$ cat config.mk
export PLATFORM = sky130hd
export DESIGN_NAME = line_clear
export DESIGN_NICKNAME = d
export VERILOG_FILES = /design/src/rtl/line_clear.sv
export SDC_FILE = /design/constraint.sdc
export NUM_CORES = 1
export LEC_CHECK = 0
export BUFFER_PORTS_ARGS = -buffer_cell sky130_fd_sc_hd__clkbuf_2
export CORE_ASPECT_RATIO = 0.75
export CORE_UTILIZATION = 50
export CTS_CLUSTER_SIZE = 24
export DETAILED_ROUTE_END_ITERATION = 12
export PLACE_DENSITY = 0.72
export SLEW_MARGIN = 20
export SYNTH_ARGS = -nofsm -noshare
export SYNTH_HDL_FRONTEND = slang
export SYNTH_SLANG_ARGS = --single-unit
export TNS_END_PERCENT = 1
$ cat constraint.sdc
create_clock -name clk -period 6.4 [get_ports clk]
set_input_delay 1.28 -clock clk [delete_from_list [all_inputs] [get_ports clk]]
set_output_delay 1.28 -clock clk [all_outputs]
set_load 0.02 [all_outputs]
$ cat src/rtl/line_clear.sv
// line_clear: scans a Tetris-style board from the bottom row upward, removes
// every fully occupied row and shifts the rows above it down by one. One row
// is examined per clock and one shift is performed per clock.
//
// Optional feature: define LINE_CLEAR_SCORE_EN to register a score increment
// (0/100/300/500/800 for 0/1/2/3/4+ cleared rows) alongside done. Without the
// macro, score_add is tied to zero.
module line_clear #(
  parameter int ROWS  = 20,
  parameter int COLS  = 10,
  parameter int CNT_W = 5
) (
  input  logic                   clk,
  input  logic                   rst,
  input  logic                   start,
  input  logic [ROWS*COLS-1:0]   board_in,
  output logic                   busy,
  output logic                   done,
  output logic [ROWS*COLS-1:0]   board_out,
  output logic [CNT_W-1:0]       lines_cleared,
  output logic [11:0]            score_add
);

  localparam int BITS  = ROWS * COLS;
  localparam int IDX_W = (ROWS > 1) ? $clog2(ROWS) : 1;
  localparam logic [IDX_W-1:0] LAST_ROW = IDX_W'(ROWS - 1);

  typedef enum logic [1:0] {
    IDLE,
    SCAN,
    SHIFT,
    DONE
  } state_t;

  state_t            state;
  state_t            next_state;
  logic [BITS-1:0]   work;
  logic [BITS-1:0]   shifted;
  logic [IDX_W-1:0]  row_idx;
  logic [CNT_W-1:0]  cnt;
  logic              row_full;
  logic              finish;

  // The row currently under inspection is full when every cell is occupied.
  assign row_full = &work[int'(row_idx) * COLS +: COLS];

  // Scan has reached the top row and found nothing left to clear.
  assign finish = (state == SCAN) && !row_full && (row_idx == '0);

  // Board with row row_idx removed: rows 1..row_idx take the row above,
  // row 0 becomes empty, rows below row_idx are untouched.
  always_comb begin
    // NOTE: every signal written in always_comb gets a default first, so no
    // path leaves it unassigned and no latch is inferred.
    shifted = work;
    for (int r = 0; r < ROWS; r++) begin
      if (r == 0) begin
        shifted[0 +: COLS] = '0;
      end else if (r <= int'(row_idx)) begin
        shifted[r * COLS +: COLS] = work[(r - 1) * COLS +: COLS];
      end
    end
  end

  // State register.
  always_ff @(posedge clk) begin
    // NOTE: sequential state is updated with non-blocking assignments so all
    // registers see the values from before the edge.
    if (!rst) begin
      state <= IDLE;
    end else begin
      state <= next_state;
    end
  end

  // Next-state logic: walk rows bottom-up, detour through SHIFT on a full row.
  always_comb begin
    next_state = state;
    case (state)
      IDLE:  if (start) next_state = SCAN;
      SCAN: begin
        if (row_full) begin
          next_state = SHIFT;
        end else if (row_idx == '0) begin
          next_state = DONE;
        end
      end
      SHIFT: next_state = SCAN;
      DONE:  next_state = IDLE;
      default: next_state = IDLE;
    endcase
  end

  // Datapath: capture the job, step the row index, apply shifts, publish result.
  always_ff @(posedge clk) begin
    if (!rst) begin
      // NOTE: the work board is an ordinary register bank, not a RAM, so it is
      // cleared on reset like the rest of the state.
      work          <= '0;
      row_idx       <= '0;
      cnt           <= '0;
      busy          <= 1'b0;
      done          <= 1'b0;
      board_out     <= '0;
      lines_cleared <= '0;
    end else begin
      done <= 1'b0;
      case (state)
        IDLE: begin
          if (start) begin
            work    <= board_in;
            row_idx <= LAST_ROW;
            cnt     <= '0;
            busy    <= 1'b1;
          end
        end
        SCAN: begin
          if (finish) begin
            board_out     <= work;
            lines_cleared <= cnt;
            done          <= 1'b1;
          end else if (!row_full) begin
            row_idx <= row_idx - 1'b1;
          end
        end
        SHIFT: begin
          // row_idx stays put so the row that dropped into place is re-checked.
          work <= shifted;
          cnt  <= cnt + 1'b1;
        end
        DONE: begin
          busy <= 1'b0;
        end
        default: ;
      endcase
    end
  end

`ifdef LINE_CLEAR_SCORE_EN
  function automatic logic [11:0] score_for(input logic [CNT_W-1:0] k);
    if (k == 0)      return 12'd0;
    else if (k == 1) return 12'd100;
    else if (k == 2) return 12'd300;
    else if (k == 3) return 12'd500;
    else             return 12'd800;
  endfunction

  // Score increment is published with the result and held until the next one.
  always_ff @(posedge clk) begin
    if (!rst) begin
      score_add <= '0;
    end else if (finish) begin
      score_add <= score_for(cnt);
    end
  end
`else
  assign score_add = '0;
`endif

endmodule

==> flow_results.org <==
** Power and ir drop
- Combinational logic burns between 15 and 20% of the power.
- IR analysis of the VDD net gives a maximum drop of about 0.16 mV.
- Registers are responsible for between 40% and 50% of the overall power.
- Net switching power :: roughly 0.0022 W
- In this run the power density over the cells is 314 nW/um2.
- In this run the static leakage power is about 8.6 nW.
- Switching share of power :: 31.5%
- Cell internal power was estimated by the tool at around 0.0048 W.
- Proportion of power drawn by the clock network :: a little under two fifths

** Global route
- First-pass GRT wire length :: about 110,000 um
- Antenna violations before repair :: 1
- GRT Residual Overflow :: 0
- GRT Resource Usage Total :: between 30% and 40%
- Vias in the first global route :: between 15,000 and 20,000
- Entering global routing, the biggest net connects 203 pins.

** Clock tree
- Post-CTS Setup Repair Bufs :: 0
- Clock transition at the register clock pins on the worst setup and hold paths after CTS :: 0.07 ns
- The clock reaches the later pin of the worst-skew pair after between 0.5 and 0.6 ns.
- Deepest level of the CTS H-tree :: 2
- Number of gates given a new drive strength after cts :: 0
- Clock tree synthesis selected as its root buffer the cell sky130_fd_sc_hd__clkbuf_16.
- TritonCTS built the clock tree.
- Deepest clock path buffer count :: 3
- Clock tree synthesis inserted a total of 42 buffers.
- Hold buffer count at cts :: 0
- Count of clock tree sinks :: approximately 420

** Worst setup path
- Startpoint of the worst-slack reg-to-reg timing path :: row_idx[2]
- Number of cells on the worst reg-to-reg path :: 10
- STA classifies the critical path endpoint as a flop.
- Along the worst path, the maximum fanout reaches around 120.
- The signal on the critical path passes through buf_4 -> mux2_2 -> a221o_1 -> o21ai_0 -> a21oi_1 -> o311ai_1 -> or4_4 -> buf_12 -> nand4_1 -> and3_1.
- Endpoint of the worst-slack reg-to-reg timing path :: row_idx[0]
- Required time of the critical path :: approximately 6.8 ns
- For flop-to-flop paths, the worst setup slack is around 1.7 ns.
- The worst setup path is launched from a flop.
- On the worst path, the slowest cell contributes a delay of ~0.90 ns.
- Cell with the biggest individual delay on the critical path :: sky130_fd_sc_hd__or4_4
- STA puts the critical path data arrival time at 5.12 ns.
- The setup path with the least slack is of type flop to flop.

** Synthesis
- During synthesis, Yosys emitted a total of 0 warnings.
- Per-instance average area after synthesis :: between 7 and 8 um2
- Area share of the largest cell type after synthesis :: between 40% and 50%
- Number of flip-flops and latches in the synthesized netlist :: approximately 420
- Largest area contributor in the netlist :: sky130_fd_sc_hd__dfxtp_1
- Most area-consuming cells after synthesis :: sky130_fd_sc_hd__dfxtp_1 44%, sky130_fd_sc_hd__a311oi_1 8.8%, sky130_fd_sc_hd__nand2_1 8.1%
- Counting flops with an async set or reset pin after synthesis yields a share of 0%.
- Netlist Area Pre-Place :: roughly 19,000 um2
- For this run, the register share of the synthesized area comes to 44.5%.
- Among all flip-flop cells after synthesis, the most frequent one is sky130_fd_sc_hd__dfxtp_1.
- Gate count after technology mapping :: roughly 2,400
- Post-synth EDFFs :: 0
- The number of different library cells used by synthesis comes to 60.

** STA
- Transition time at the pin with the least slew margin :: 1.15 ns
- Final setup margin :: ~1.7 ns
- FMAX :: approximately 210 MHz
- Final TNS setup :: 0 ns
- Minimum clock period after layout :: 4.67 ns
- The max-slew violation count was 0.
- Setup violations remaining at the end of the flow were counted as 0.
- Hold violation count in the final report :: 0
- For the final database, setup skew stands at between 0.015 and 0.02 ns.
- Max-Slew Margin vs Limit :: a little under a quarter
- Setup repair after global routing left no endpoint under its margin.
- Final worst-path cycle share :: between 70% and 80%

** Placement
- Input and output buffers added on the ports amount to just over 400.
- The congestion estimate from routability-driven global placement came to ~0.93.
- Before CTS, the worst setup slack after placement is about 1.8 ns.
- Detailed placement HPWL :: between 40,000 and 50,000 um

** Route
- Routed Antenna Nets :: 0
- For this run, design rule violations remaining after detail routing come to 0.
- Summed over all layers, the routed wires come to approximately 70,000 um.
- In the final routed layout, each cell accounts on average for roughly 23 um.
- The detailed router placed 19,800 vias in this run.
- Number of violations reported at the end of detailed-routing iteration 0 :: 2,638
- Ratio of routed vias to standard cells :: about 6.3
- Detailed-router iteration count before antenna repair :: 6

** Finish
- In the final design database the tool counted roughly 2,800 nets.
- In the final layout, the share of cells above drive strength 1 is a little over a fifth.
- The area growth from synthesis to layout is 18.1%.

** Run
- Across the run, the number of max-cap violations was 0.

** Die
- Vertical die dimension :: between 150 and 200 um
- Area inside the core boundary :: approximately 37,000 um2
- Die Area :: 38,500 um2
- Number of placement rows :: 61
- In this run the count of I/O pins placed on the die edge is between 400 and 500.
- Initial Utilization :: 50.8%
- Die span in x :: 226 um

** Hold path
- Depth of the worst hold-timing path :: 2
- For hold timing, the worst endpoint is busy.
- Launch point of the worst hold path :: busy
- The path class of the tightest hold or removal check is flop to flop.

** Outcome
- The flow ran to the end, and the final reports show no timing, DRC or antenna violations.
cell usage after synthesis, drive strengths merged, types with 22 or more instances:
cell type,n
a21oi,231
a22oi,24
a311oi,190
buf,78
clkbuf,184
dfxtp,419
mux2,22
mux2i,26
nand2,405
nand3,218
nor2,224
o21ai,219
registers in the layout, summed over array words and instances, names as in the netlist:
signal         cells
board_out        200
busy               1
cnt                5
done               1
lines_cleared      5
row_idx            5
state              2
work             200
cells by family after synthesis:
group | share of synthesized area [%]
muxes | 4.48
and+or+nand+nor | 19.8
buffers and inverters | 6.16
DFF | 44.5
AOI/OAI and AO/OA | 24.6
other | 0.0199
adders and majority gates | 0.398
cells in the final DEF (no fill, tap or decap), types with 13 or more instances in the layout:
cell type / count
sky130_fd_sc_hd__nor2_1: 220
sky130_fd_sc_hd__a311oi_1: 190
sky130_fd_sc_hd__mux4_2: 15
sky130_fd_sc_hd__o21ai_0: 218
sky130_fd_sc_hd__nand3_1: 218
sky130_fd_sc_hd__a221oi_1: 13
sky130_fd_sc_hd__clkbuf_2: 409
sky130_fd_sc_hd__clkbuf_16: 46
sky130_fd_sc_hd__nand2_1: 404
sky130_fd_sc_hd__dfxtp_1: 416
sky130_fd_sc_hd__a22oi_1: 24
sky130_fd_sc_hd__mux2_2: 22
sky130_fd_sc_hd__mux2i_1: 26
sky130_fd_sc_hd__a21oi_1: 230
sky130_fd_sc_hd__buf_4: 29
power groups by stage:
stage	combinational [W]	sequential, W	clock [W]
detailed placement	0.00118	0.00322	0
floorplan	0.000828	0.00307	0
global route	0.00132	0.00319	0.00271
finish	0.00121	0.00318	0.00259
CTS	0.00119	0.00316	0.00260
global placement	0.00116	0.00322	0
worst max path at each step:
stage	cells past startpoint	start	slack, ns	to
floorplan	15	row_idx[0]	3.59	state[0]
global placement	10	row_idx[2]	1.82	row_idx[0]
detailed placement	10	row_idx[2]	1.81	row_idx[0]
CTS	10	row_idx[2]	1.74	row_idx[0]
global route	10	row_idx[2]	1.45	board_out[32]
finish	10	row_idx[2]	1.73	row_idx[0]
worst max-delay path, delay by kind of cell, from the launching register on:
family          cells  cell delay, ns
buf+inv             2            1.01
mux                 1            0.39
simple gates        3            1.26
flops               1            0.74
compound gates      4            1.06
metal layers:
metal | track usage (%) | up-vias | part of all wire, % | wire (um)
met2 | 52.1 | 1147 | 44 | 31000
met3 | 7.08 | 107 | 11 | 7870
li1 | - | 8988 | - | -
met1 | 53.0 | 9551 | 43 | 30600
met4 | 8.34 | 0 | 1.9 | 1380
met5 | 0 | - | 0 | 0
stage by stage:
step	utilization, %	cells	hold WS [ns]	total power, W	area (um2)
6_report	60.0	3149	0.462	0.00699	22300
5_1_grt	60.0	3149	0.492	0.00722	22300
4_1_cts	59.9	3147	0.461	0.00695	22200
3_5_place_dp	56.0	3071	0.451	0.00440	20800
3_3_place_gp	56.0	3071	0.446	0.00437	20800
2_1_floorplan	-	2388	0.452	0.00389	18900
area by class of cell:
class,count,area (um2)
fill,3402,14800
multi-input combinational,1702,9420
sequential,419,8390
timing repair buffer,442,2340
clock buffer,66,1350
tap,504,631
clock inverter,10,104
inverter,5,26.3
antenna,1,2.50
Note: power is estimated with default switching activity, not from simulation.
